--- config.mk ---
export PLATFORM = sky130hd
export DESIGN_NAME = vx_tcu_drl_vld_mask_seq
export DESIGN_NICKNAME = d
export VERILOG_FILES = /design/src/rtl/vx_tcu_drl_vld_mask_seq_pkg.sv /design/src/rtl/vx_tcu_drl_vld_mask_seq_therm.sv /design/src/rtl/vx_tcu_drl_vld_mask_seq.sv
export SDC_FILE = /design/constraint.sdc
export NUM_CORES = 1
export LEC_CHECK = 0
export CAP_MARGIN = 20
export CORE_ASPECT_RATIO = 0.9
export CORE_MARGIN = 10
export CORE_UTILIZATION = 40
export CTS_CLUSTER_SIZE = 8
export DETAILED_ROUTE_END_ITERATION = 6
export DONT_BUFFER_PORTS = 1
export SLEW_MARGIN = 40
export SYNTH_ARGS = -nofsm -noshare
export SYNTH_HDL_FRONTEND = slang
export SYNTH_SLANG_ARGS = --single-unit
--- constraint.sdc ---
create_clock -name clk -period 9.45 [get_ports clk]
set_input_delay 2.3625 -clock clk [delete_from_list [all_inputs] [get_ports clk]]
set_output_delay 2.3625 -clock clk [all_outputs]
set_load 0.03 [all_outputs]
--- src/rtl/vx_tcu_drl_vld_mask_seq_pkg.sv ---
// Shared TCU format IDs, granule lookup and beat record for the DRL valid-mask sequencer.
package vx_tcu_drl_vld_mask_seq_pkg;

`ifndef TCU_BF16_ENABLE
`define TCU_BF16_ENABLE 1
`endif
`ifndef TCU_TF32_ENABLE
`define TCU_TF32_ENABLE 1
`endif
`ifndef TCU_FP8_ENABLE
`define TCU_FP8_ENABLE 1
`endif
`ifndef TCU_INT_ENABLE
`define TCU_INT_ENABLE 1
`endif

  localparam int TCU_MAX_INPUTS = 16;

  localparam bit TCU_BF16_EN = `TCU_BF16_ENABLE;
  localparam bit TCU_TF32_EN = `TCU_TF32_ENABLE;
  localparam bit TCU_FP8_EN  = `TCU_FP8_ENABLE;
  localparam bit TCU_INT_EN  = `TCU_INT_ENABLE;

  localparam logic [3:0] TCU_FP32_ID = 4'd0;
  localparam logic [3:0] TCU_FP16_ID = 4'd1;
  localparam logic [3:0] TCU_BF16_ID = 4'd2;
  localparam logic [3:0] TCU_TF32_ID = 4'd3;
  localparam logic [3:0] TCU_FP8_ID  = 4'd4;
  localparam logic [3:0] TCU_BF8_ID  = 4'd5;
  localparam logic [3:0] TCU_I32_ID  = 4'd8;
  localparam logic [3:0] TCU_I8_ID   = 4'd9;
  localparam logic [3:0] TCU_U8_ID   = 4'd10;
  localparam logic [3:0] TCU_I4_ID   = 4'd11;
  localparam logic [3:0] TCU_U4_ID   = 4'd12;

  // Granules per element; 0 marks a format this build cannot carry.
  function automatic logic [3:0] tcu_fmt_gran(input logic [3:0] fmt);
    logic [3:0] g;
    g = 4'd0;
    case (fmt)
      TCU_FP16_ID:                           g = 4'd4;
      TCU_BF16_ID:                           g = TCU_BF16_EN ? 4'd4 : 4'd0;
      TCU_TF32_ID:                           g = TCU_TF32_EN ? 4'd8 : 4'd0;
      TCU_FP8_ID, TCU_BF8_ID:                g = TCU_FP8_EN  ? 4'd2 : 4'd0;
      TCU_I8_ID, TCU_U8_ID:                  g = TCU_INT_EN  ? 4'd2 : 4'd0;
      TCU_I4_ID, TCU_U4_ID:                  g = TCU_INT_EN  ? 4'd1 : 4'd0;
      default:                               g = 4'd0;
    endcase
    return g;
  endfunction

  typedef struct packed {
    logic [TCU_MAX_INPUTS-1:0] mask;
    logic [3:0]                fmt;
    logic                      last;
    logic                      err;
  } tcu_vld_beat_t;

  typedef enum logic {
    ST_IDLE,
    ST_RUN
  } vld_seq_state_e;

endpackage

--- src/rtl/vx_tcu_drl_vld_mask_seq_therm.sv ---
// Count-to-thermometer: bit j of mask is set iff j < count.
module vx_tcu_drl_therm_mask #(
  parameter int GRAN = 16
) (
  input  logic [$clog2(GRAN+1)-1:0] count,
  output logic [GRAN-1:0]           mask
);

  always_comb begin
    mask = '0;
    for (int unsigned j = 0; j < GRAN; j++) begin
      mask[j] = (j < 32'(count));
    end
  end

endmodule

--- src/rtl/vx_tcu_drl_vld_mask_seq.sv ---
// Transmit side of the TCU DRL valid-mask interface: one K request in, a stream of
// per-beat granule valid masks out.
module vx_tcu_drl_vld_mask_seq
  import vx_tcu_drl_vld_mask_seq_pkg::*;
#(
  parameter int N     = 2,
  parameter int TCK   = 2 * N,
  parameter int GRAN  = TCU_MAX_INPUTS,
  parameter int CNT_W = 16
) (
  input  logic             clk,
  input  logic             reset_n,
  input  logic             req_valid,
  output logic             req_ready,
  input  logic [3:0]       req_fmt,
  input  logic [CNT_W-1:0] req_count,
  output logic             beat_valid,
  input  logic             beat_ready,
  output logic [GRAN-1:0]  beat_vld_mask,
  output logic [3:0]       beat_fmt,
  output logic             beat_last,
  output logic             beat_err
);

  localparam int CW = $clog2(GRAN + 1);

  if (GRAN != TCU_MAX_INPUTS || GRAN < 8 || (GRAN % 8) != 0 || TCK < 2) begin : g_bad_cfg
    $error("vx_tcu_drl_vld_mask_seq: unsupported GRAN/TCK configuration");
  end

  function automatic logic [CNT_W-1:0] elems_per_beat(input logic [3:0] g);
    logic [CNT_W-1:0] e;
    case (g)
      4'd8:    e = CNT_W'(GRAN) >> 3;
      4'd4:    e = CNT_W'(GRAN) >> 2;
      4'd2:    e = CNT_W'(GRAN) >> 1;
      4'd1:    e = CNT_W'(GRAN);
      default: e = '0;
    endcase
    return e;
  endfunction

  function automatic logic [CNT_W-1:0] take(input logic [CNT_W-1:0] rem, input logic [3:0] g);
    logic [CNT_W-1:0] e;
    e = elems_per_beat(g);
    return (rem < e) ? rem : e;
  endfunction

  vld_seq_state_e   state_q;
  tcu_vld_beat_t    beat_q, beat_d;
  logic             beat_valid_q;
  logic [CNT_W-1:0] rem_q, rem_d, e_d, n_d;
  logic [3:0]       gran_q, gran_d;
  logic [CW-1:0]    therm_cnt;
  logic [GRAN-1:0]  therm_mask;
  logic             idle;

  // One datapath forms both the first beat (from the request) and each following beat
  // (from the residual count), so the beat register loads identically in either state.
  always_comb begin
    idle      = (state_q == ST_IDLE);
    gran_d    = idle ? tcu_fmt_gran(req_fmt) : gran_q;
    rem_d     = idle ? req_count : (rem_q - take(rem_q, gran_q));
    e_d       = elems_per_beat(gran_d);
    n_d       = take(rem_d, gran_d);
    therm_cnt = CW'(n_d) * CW'(gran_d);

    beat_d      = '0;
    beat_d.mask = therm_mask;
    beat_d.fmt  = idle ? req_fmt : beat_q.fmt;
    beat_d.err  = (gran_d == 4'd0);
    beat_d.last = (gran_d == 4'd0) || (rem_d <= e_d);
  end

  vx_tcu_drl_therm_mask #(
    .GRAN (GRAN)
  ) u_therm (
    .count (therm_cnt),
    .mask  (therm_mask)
  );

  always_ff @(posedge clk) begin
    if (!reset_n) begin
      state_q      <= ST_IDLE;
      beat_valid_q <= 1'b0;
      beat_q       <= '0;
      rem_q        <= '0;
      gran_q       <= '0;
    end else begin
      case (state_q)
        ST_IDLE: begin
          if (req_valid) begin
            state_q      <= ST_RUN;
            beat_valid_q <= 1'b1;
            beat_q       <= beat_d;
            rem_q        <= rem_d;
            gran_q       <= gran_d;
          end
        end
        ST_RUN: begin
          if (beat_ready) begin
            if (beat_q.last) begin
              state_q      <= ST_IDLE;
              beat_valid_q <= 1'b0;
            end else begin
              beat_q <= beat_d;
              rem_q  <= rem_d;
            end
          end
        end
        default: state_q <= ST_IDLE;
      endcase
    end
  end

  assign req_ready     = (state_q == ST_IDLE);
  assign beat_valid    = beat_valid_q;
  assign beat_vld_mask = beat_q.mask;
  assign beat_fmt      = beat_q.fmt;
  assign beat_last     = beat_q.last;
  assign beat_err      = beat_q.err;

endmodule

Word-level counts from Yosys, hierarchy flattened
Memories as Yosys holds them, arrays and structs flattened.
Index checks and enable logic that the tools add are counted.
{ "op_classes": {"n_addsub": 1, "multipliers": 1, "magnitude_cmp": 19, "eq_ne": 12, "muxes": 23, "n_bitwise": 1, "n_reduce_logical": 6} }
{ "op_table": {"columns": ["op", "n"], "rows": [
  ["16-bit two-way mux", 5],
  ["22-bit two-way mux", 3],
  ["22-bit one-hot mux with 2 select lines", 1],
  ["4-bit by 5-bit less-than comparator with 1-bit output, first input constant", 8],
  ["5-bit one-hot mux with 4 select lines", 2],
  ["16-bit one-hot mux with 2 select lines", 1],
  ["3-bit by 5-bit less-than comparator with 1-bit output, first input constant", 4],
  ["16-bit by 5-bit less-or-equal comparator with 1-bit output", 1],
  ["16-bit less-than comparator", 1],
  ["16-bit by 5-bit less-than comparator with 1-bit output", 1],
  ["16-bit subtractor", 1],
  ["1-bit by 5-bit less-than comparator with 1-bit output, first input constant", 2],
  ["2-bit by 5-bit less-than comparator with 1-bit output, first input constant", 2],
  ["4-bit by 1-bit equality test with 1-bit output, second input constant", 2],
  ["4-bit by 2-bit equality test with 1-bit output, second input constant", 2],
  ["4-bit by 3-bit equality test with 1-bit output, second input constant", 2],
  ["4-bit equality test, second input constant", 2],
  ["4-bit two-way mux", 2],
  ["1-bit two-way mux", 6],
  ["2-bit != test, second input constant", 3],
  ["3-bit AND reduction", 2],
  ["5-bit by 4-bit multiplier with 5-bit output", 1],
  ["5-bit two-way mux", 1],
  ["4-bit logical NOT", 1],
  ["5 further kinds", 7]
]} }
{ "word_totals": {"register_bits": 44, "romBits": 64, "input_bits": 24, "out_inout_bits": 24, "wordCells": 72, "memories": 1} }
{ "memory_table": {"columns": ["memory", "words", "word_bits", "read_ports", "rd_ports_with_merged_regs", "write_ports", "line", "source"], "rows": [
  ["(no name shown)", 16, 4, 1, 0, 0, "vx_tcu_drl_vld_mask_seq_pkg.sv:40", "case (fmt)"]
]} }

Longest topological paths before layout
{ "depth": {"depth_word": 13, "mapped_depth": 36, "mapped_depth_nobuf": 34} }

By module
Synthesis repeated with hierarchy kept, for this count alone.
{ "unflattened": {"hier_cells": 437, "hier_area_um2": 3171.8} }
{ "by_module_without_submodules": {"columns": ["module", "instances", "cells_per_inst", "area_each_um2"], "rows": [
  ["vx_tcu_drl_vld_mask_seq", 1, 409, 3006.6],
  ["vx_tcu_drl_therm_mask", 1, 28, 165.2]
]} }

Worst setup path before layout
OpenSTA, ideal clock, no wires.
{ "synth_path": {"path_type": "input to register", "start": "in req_fmt[0]", "end": "reg beat_q (netlist bit beat_vld_mask[1])", "setup_time_ps": 131, "arrival_ps": 7696, "required_time_ps": 9319, "path_slack_ps": 1624, "stages": 28, "cell_sequence": "inv_1 > ha_1 > nand2_1 > o22ai_1 > mux2i_1 > and2_1 > nand3_1 > ha_1 > nor2b_1 > o21a_1 > o21ai_0 > nand2b_1 > a2111oi_2 > nand4bb_1 > buf_6 > nor2_1 > a21oi_1 > or2_2 > fa_1 > inv_1 > fa_1 > fa_1 > xnor2_1 > xnor2_1 > xnor2_1 > xnor2_2 > buf_6 > a31oi_1"} }
{ "synth_between": {"elab_chain_len": 11, "word_cells_on_any_way": 15, "classes_between": "mul (1); order compare (2); eq/ne (4); mux (7); memory (1)"} }
{ "synth_lines": {"columns": ["element", "line", "source"], "rows": [
  ["from (decl)", "vx_tcu_drl_vld_mask_seq.sv:15", "input logic [3:0] req_fmt,"],
  ["memory 16 x 4 bit (*)", null, null],
  ["4-bit two-way mux (*)", "vx_tcu_drl_vld_mask_seq.sv:62", "gran_d = idle ? tcu_fmt_gran(req_fmt) : gran_q;"],
  ["4-bit by 1-bit equality test with 1-bit output (tied with other cells)", "vx_tcu_drl_vld_mask_seq.sv:33", "case (g)"],
  ["5-bit one-hot mux with 4 select lines", "vx_tcu_drl_vld_mask_seq.sv:33", null],
  ["16-bit by 5-bit less-than comparator with 1-bit output", "vx_tcu_drl_vld_mask_seq.sv:46", "return (rem < e) ? rem : e;"],
  ["5-bit two-way mux", "vx_tcu_drl_vld_mask_seq.sv:46", null],
  ["5-bit by 4-bit multiplier with 5-bit output (*)", "vx_tcu_drl_vld_mask_seq.sv:66", "therm_cnt = CW'(n_d) * CW'(gran_d);"],
  ["1-bit by 5-bit less-than comparator with 1-bit output (*)", "vx_tcu_drl_vld_mask_seq_therm.sv:12", "mask[j] = (j < 32'(count));"],
  ["22-bit two-way mux", "vx_tcu_drl_vld_mask_seq.sv:102", "if (beat_q.last) begin"],
  ["22-bit two-way mux", "vx_tcu_drl_vld_mask_seq.sv:101", "if (beat_ready) begin"],
  ["22-bit one-hot mux with 2 select lines (*)", "vx_tcu_drl_vld_mask_seq.sv:90", "case (state_q)"],
  ["to (signal assigned)", "vx_tcu_drl_vld_mask_seq.sv:95", "beat_q <= beat_d;"],
  ["to (signal assigned)", "vx_tcu_drl_vld_mask_seq.sv:106", "beat_q <= beat_d;"],
  ["to (decl)", "vx_tcu_drl_vld_mask_seq.sv:50", "tcu_vld_beat_t beat_q, beat_d;"]
]} }
Every way passes the cells marked *; elsewhere a longest branch is shown, timed or not. The select of a mux whose other input is x is not followed.
A chain may end at the register's enable or synchronous reset.

Worst setup path after layout
{ "layout_path": {"start": "reg gran_q[0]", "end": "reg beat_q (netlist bit beat_vld_mask[5])"} }
{ "layout_between": {"elab_chain_len": 13, "word_cells_on_any_way": 23, "classes_between": "add/sub (1); mul (1); order compare (3); eq/ne (8); mux (10)"} }
{ "layout_lines": {"columns": ["element", "line", "source"], "rows": [
  ["from (decl)", "vx_tcu_drl_vld_mask_seq.sv:53", "logic [3:0] gran_q, gran_d;"],
  ["from (signal assigned)", "vx_tcu_drl_vld_mask_seq.sv:97", "gran_q <= gran_d;"],
  ["4-bit by 1-bit equality test with 1-bit output (tied with other cells)", "vx_tcu_drl_vld_mask_seq.sv:33", null],
  ["5-bit one-hot mux with 4 select lines (*)", "vx_tcu_drl_vld_mask_seq.sv:33", null],
  ["16-bit less-than comparator", "vx_tcu_drl_vld_mask_seq.sv:46", null],
  ["16-bit two-way mux (*)", "vx_tcu_drl_vld_mask_seq.sv:46", null],
  ["16-bit subtractor (*)", "vx_tcu_drl_vld_mask_seq.sv:63", "rem_d = idle ? req_count : (rem_q - take(rem_q, gran_q));"],
  ["16-bit two-way mux (*)", "vx_tcu_drl_vld_mask_seq.sv:63", null],
  ["net rem_d[3]", "vx_tcu_drl_vld_mask_seq.sv:52", "logic [CNT_W-1:0] rem_q, rem_d, e_d, n_d;"],
  ["16-bit by 5-bit less-than comparator with 1-bit output", "vx_tcu_drl_vld_mask_seq.sv:46", null],
  ["5-bit two-way mux (*)", "vx_tcu_drl_vld_mask_seq.sv:46", null],
  ["5-bit by 4-bit multiplier with 5-bit output (*)", "vx_tcu_drl_vld_mask_seq.sv:66", null],
  ["3-bit by 5-bit less-than comparator with 1-bit output (*)", "vx_tcu_drl_vld_mask_seq_therm.sv:12", null],
  ["22-bit two-way mux", "vx_tcu_drl_vld_mask_seq.sv:102", null],
  ["22-bit two-way mux", "vx_tcu_drl_vld_mask_seq.sv:101", null],
  ["22-bit one-hot mux with 2 select lines (*)", "vx_tcu_drl_vld_mask_seq.sv:90", null]
]} }
The timed path passes the listed nets; every way through them passes the cells marked *. The select of a mux whose other input is x is not followed.

==> results.yml <==
synthesis:
  synth.yosys.seq_area_share_pct: 27.63
  syn_avg_cell_area_um2: 7.682
  synth.yosys.warnings: 0
  yosys_most_used_dff: "sky130_fd_sc_hd__dfxtp_1"
  asyncSetResetFlopFracSynth_pct: 0
  syn-cell-area_um2: 3188
  ys_seq_elements: 44
  syn_inst: 415
  synth-edff-count: 0
  synth.distinct_cells: 58
  synth.net_count: 460
die:
  core-area_um2: 7657
  rows: 30
  die_x_um: 114.1
  pin_count: 48
  floorplan.die.height_um: 104.7
  initial_utilization_pct: 41.63
  dieArea_um2: 11950
place:
  gp_congestion: 0.8916
  preCtsSetupSlack_ps: 707.2
  io_buffer_count: 0
  detailed_place_hpwl_um: 6486
timing:
  slew_viol_final: 0
  timing.slew.headroom_pct: 49.80
  rsz0062_at_grt: "false"
  worst_clock_skew_ps: 13.02
  timing_hold_violations_final: 0
  timing.final.crit_period_ps: 8724
  worst_pin_slew_ps: 751.5
  totalNegativeSetupSlack_ps: 0
  achievable-frequency_ghz: 0.1146
  final_critical_path_setup_slack_ps: 726.2
  final_min_period_over_clock_period_pct: 92.32
  setup_viol: 0
power_and_ir_drop:
  cellLeakagePower_uw: 0.001309
  power.density_cell_area_nw_per_um2: 164.3
  vdd_ir_drop_max_v: 0.0001080
clock_tree:
  cts_max_level: 2
  cts_tree: "yes"
  cts_hold_buf: 0
  setup_fix_bufs_post_cts: 0
  clk_root_buffer_cell: "sky130_fd_sc_hd__clkbuf_8"
  cts.path.max_buffers: 2
  clock_latency_ps: 300
  post_cts.resized_instances: 0
  clock_sink_count: 44
  path_clk_slew_ps: 90
  tritoncts.num_buffers: 5
finish:
  share_of_cells_above_drive_strength_1_pct: 7.635
  nets: 451
  insertedDiodeCount: 0
  post-route-util_pct: 43.48
  area_delta_synth_final_pct: 4.435
routing:
  wirelength_um: 8742
  postRouteAntennaNets: 0
  drc: 0
  routed_via_density: 5.671
  wire_per_inst_um: 17.41
  first_pass_iters: 4
  vias: 2847
  count_of_routing_violations_after_the_opening_detailed_route_iteration: 240
global_route:
  grt_pass1_wl_um: 14220
  grt.overflow.total: 0
  total_routing_resource_utilization_after_global_routing_pct: 14.31
  grt_pass1_vias: 2701
  grt_start_max_net_pins: 45
  antenna_violations_before_repair: 0
setup_path:
  worst_ep_required_time_ps: 9600
  reg2reg_depth: 33
  cpMaxStageDelayCell: "sky130_fd_sc_hd__or4b_2"
  critPathCaptureType: "flip-flop"
  rr_startpoint: "gran_q[0]$_SDFFE_PN0P_"
  worstPathMaxFanout: 16
  worstReg2RegEnd: "beat_vld_mask[5]$_SDFFE_PN0P_"
  rrSetupSlack_ps: 730
  critical_path.max_stage_delay_ps: 720
  critical_path.startpoint_type: "flip-flop"
  critPathArrivalTime_ps: 8870
  critPathKind: "reg -> reg"
run_status:
  status: "complete, no violations"
hold_path:
  hold_path_startpoint: "rem_q[1]$_SDFFE_PN0P_"
  timing.hold.worst_endpoint: "rem_q[1]$_SDFFE_PN0P_"
  worstHoldPathType: "reg -> reg"
  worst_hold_path.num_cells: 2
flow_run:
  number_of_max_cap_violations: 0
metal layers:
| layer | wire (um) | vias to the layer above | track usage [%] |
|---|---|---|---|
| met5 | 0 | - | 0 |
| met3 | 784 | 6 | 4.460 |
| met1 | 4045 | 1299 | 19.79 |
| li1 | - | 1451 | - |
| met2 | 3845 | 91 | 21.32 |
| met4 | 66 | 0 | 2.683 |
worst max-delay path, delay by kind of cell (launching register included):
kind                     cells  cell delay [ps]
buffers and inverters        3              220
flip-flops                   1              370
XOR/XNOR                     5             1170
adder cells (fa/ha/maj)      6             2350
AND/OR/NAND/NOR              8             2450
AO/OA/AOI/OAI               10             1590
multiplexers                 1              450
synth_stat cells (12+ instances only):
cell type,instances,area share (%)
sky130_fd_sc_hd__a21boi_0,12,2.8
sky130_fd_sc_hd__a21oi_1,26,4.1
sky130_fd_sc_hd__a31oi_1,12,2.4
sky130_fd_sc_hd__clkbuf_1,16,1.9
sky130_fd_sc_hd__dfxtp_1,44,28
sky130_fd_sc_hd__ha_1,17,6.7
sky130_fd_sc_hd__inv_1,16,1.9
sky130_fd_sc_hd__nand2_1,47,5.5
sky130_fd_sc_hd__nor2_1,43,5.1
sky130_fd_sc_hd__nor2b_1,13,2.6
sky130_fd_sc_hd__o21ai_0,40,6.3
sequential cells by signal (all words and copies together) (netlist names):
signal	cells
gran_q	4
rem_q	16
beat_fmt	4
beat_err	1
beat_last	1
beat_vld_mask	16
state_q	1
beat_valid	1
area by class of cell:
cell class | instances | area [um2]
clock buffer | 5 | 68.82
tap | 96 | 120.1
fill | 799 | 4328
inverter | 16 | 60.06
sequential | 44 | 880.8
timing repair buffer | 6 | 42.54
multi-input combinational | 333 | 2145
clock inverter | 2 | 12.51
how the worst max path moves through the flow:
stage                                       from                              to  depth (start not counted)
after floorplan                       req_fmt[0]   beat_vld_mask[1]$_SDFFE_PN0P_                         28
after global routing      gran_q[0]$_SDFFE_PN0P_   beat_vld_mask[5]$_SDFFE_PN0P_                         33
after CTS                 gran_q[0]$_SDFFE_PN0P_   beat_vld_mask[5]$_SDFFE_PN0P_                         33
final                     gran_q[0]$_SDFFE_PN0P_   beat_vld_mask[5]$_SDFFE_PN0P_                         33
after detailed placement              req_fmt[0]  beat_vld_mask[10]$_SDFFE_PN0P_                         26
after global placement                req_fmt[0]  beat_vld_mask[14]$_SDFFE_PN0P_                         26
layout by cell type, fill, tap and decap left out, types with 6 or more instances in the layout:
master / instances
sky130_fd_sc_hd__nor2_1: 43
sky130_fd_sc_hd__nor2b_1: 13
sky130_fd_sc_hd__o21ai_0: 39
sky130_fd_sc_hd__nand3_1: 9
sky130_fd_sc_hd__a31oi_1: 12
sky130_fd_sc_hd__or3_1: 9
sky130_fd_sc_hd__xnor2_1: 9
sky130_fd_sc_hd__mux2i_1: 7
sky130_fd_sc_hd__nand2b_1: 6
sky130_fd_sc_hd__nand2_1: 47
sky130_fd_sc_hd__ha_1: 17
sky130_fd_sc_hd__inv_1: 16
sky130_fd_sc_hd__and2_1: 6
sky130_fd_sc_hd__nor3_1: 9
sky130_fd_sc_hd__a21boi_0: 12
sky130_fd_sc_hd__a21oi_1: 26
sky130_fd_sc_hd__dfxtp_1: 44
per-stage QoR:
stage | std cells | hold slack, ps | power [uW] | instance area, um2
detailed placement | 494 | 506.7 | 430.1 | 3243
CTS | 501 | 518.3 | 550.9 | 3324
global placement | 494 | 494.7 | 427.4 | 3243
floorplan | 415 | 471.5 | 390.9 | 3188
finish | 502 | 520.6 | 546.9 | 3329
global route | 502 | 568.3 | 586.4 | 3329
logic make-up after synthesis:
| logic type | count (synthesis) | synth area share, % |
|---|---|---|
| mux | 12 | 4.081 |
| simple gates | 164 | 25.78 |
| compound gates | 123 | 24.45 |
| other cells | 1 | 0.1176 |
| buf+inv | 38 | 5.220 |
| xor+xnor | 12 | 3.533 |
| fa+ha+maj | 21 | 9.184 |
| flops | 44 | 27.63 |
power breakdown:
part | internal [uW] | total [uW] | switching (uW) | leakage, uW
combinational | 73.3 | 183 | 110 | 0.000906
sequential | 204 | 246 | 41.4 | 0.000363
clock | 50.2 | 118 | 67.7 | 0.0000400
(Power assumes the default switching activity.)
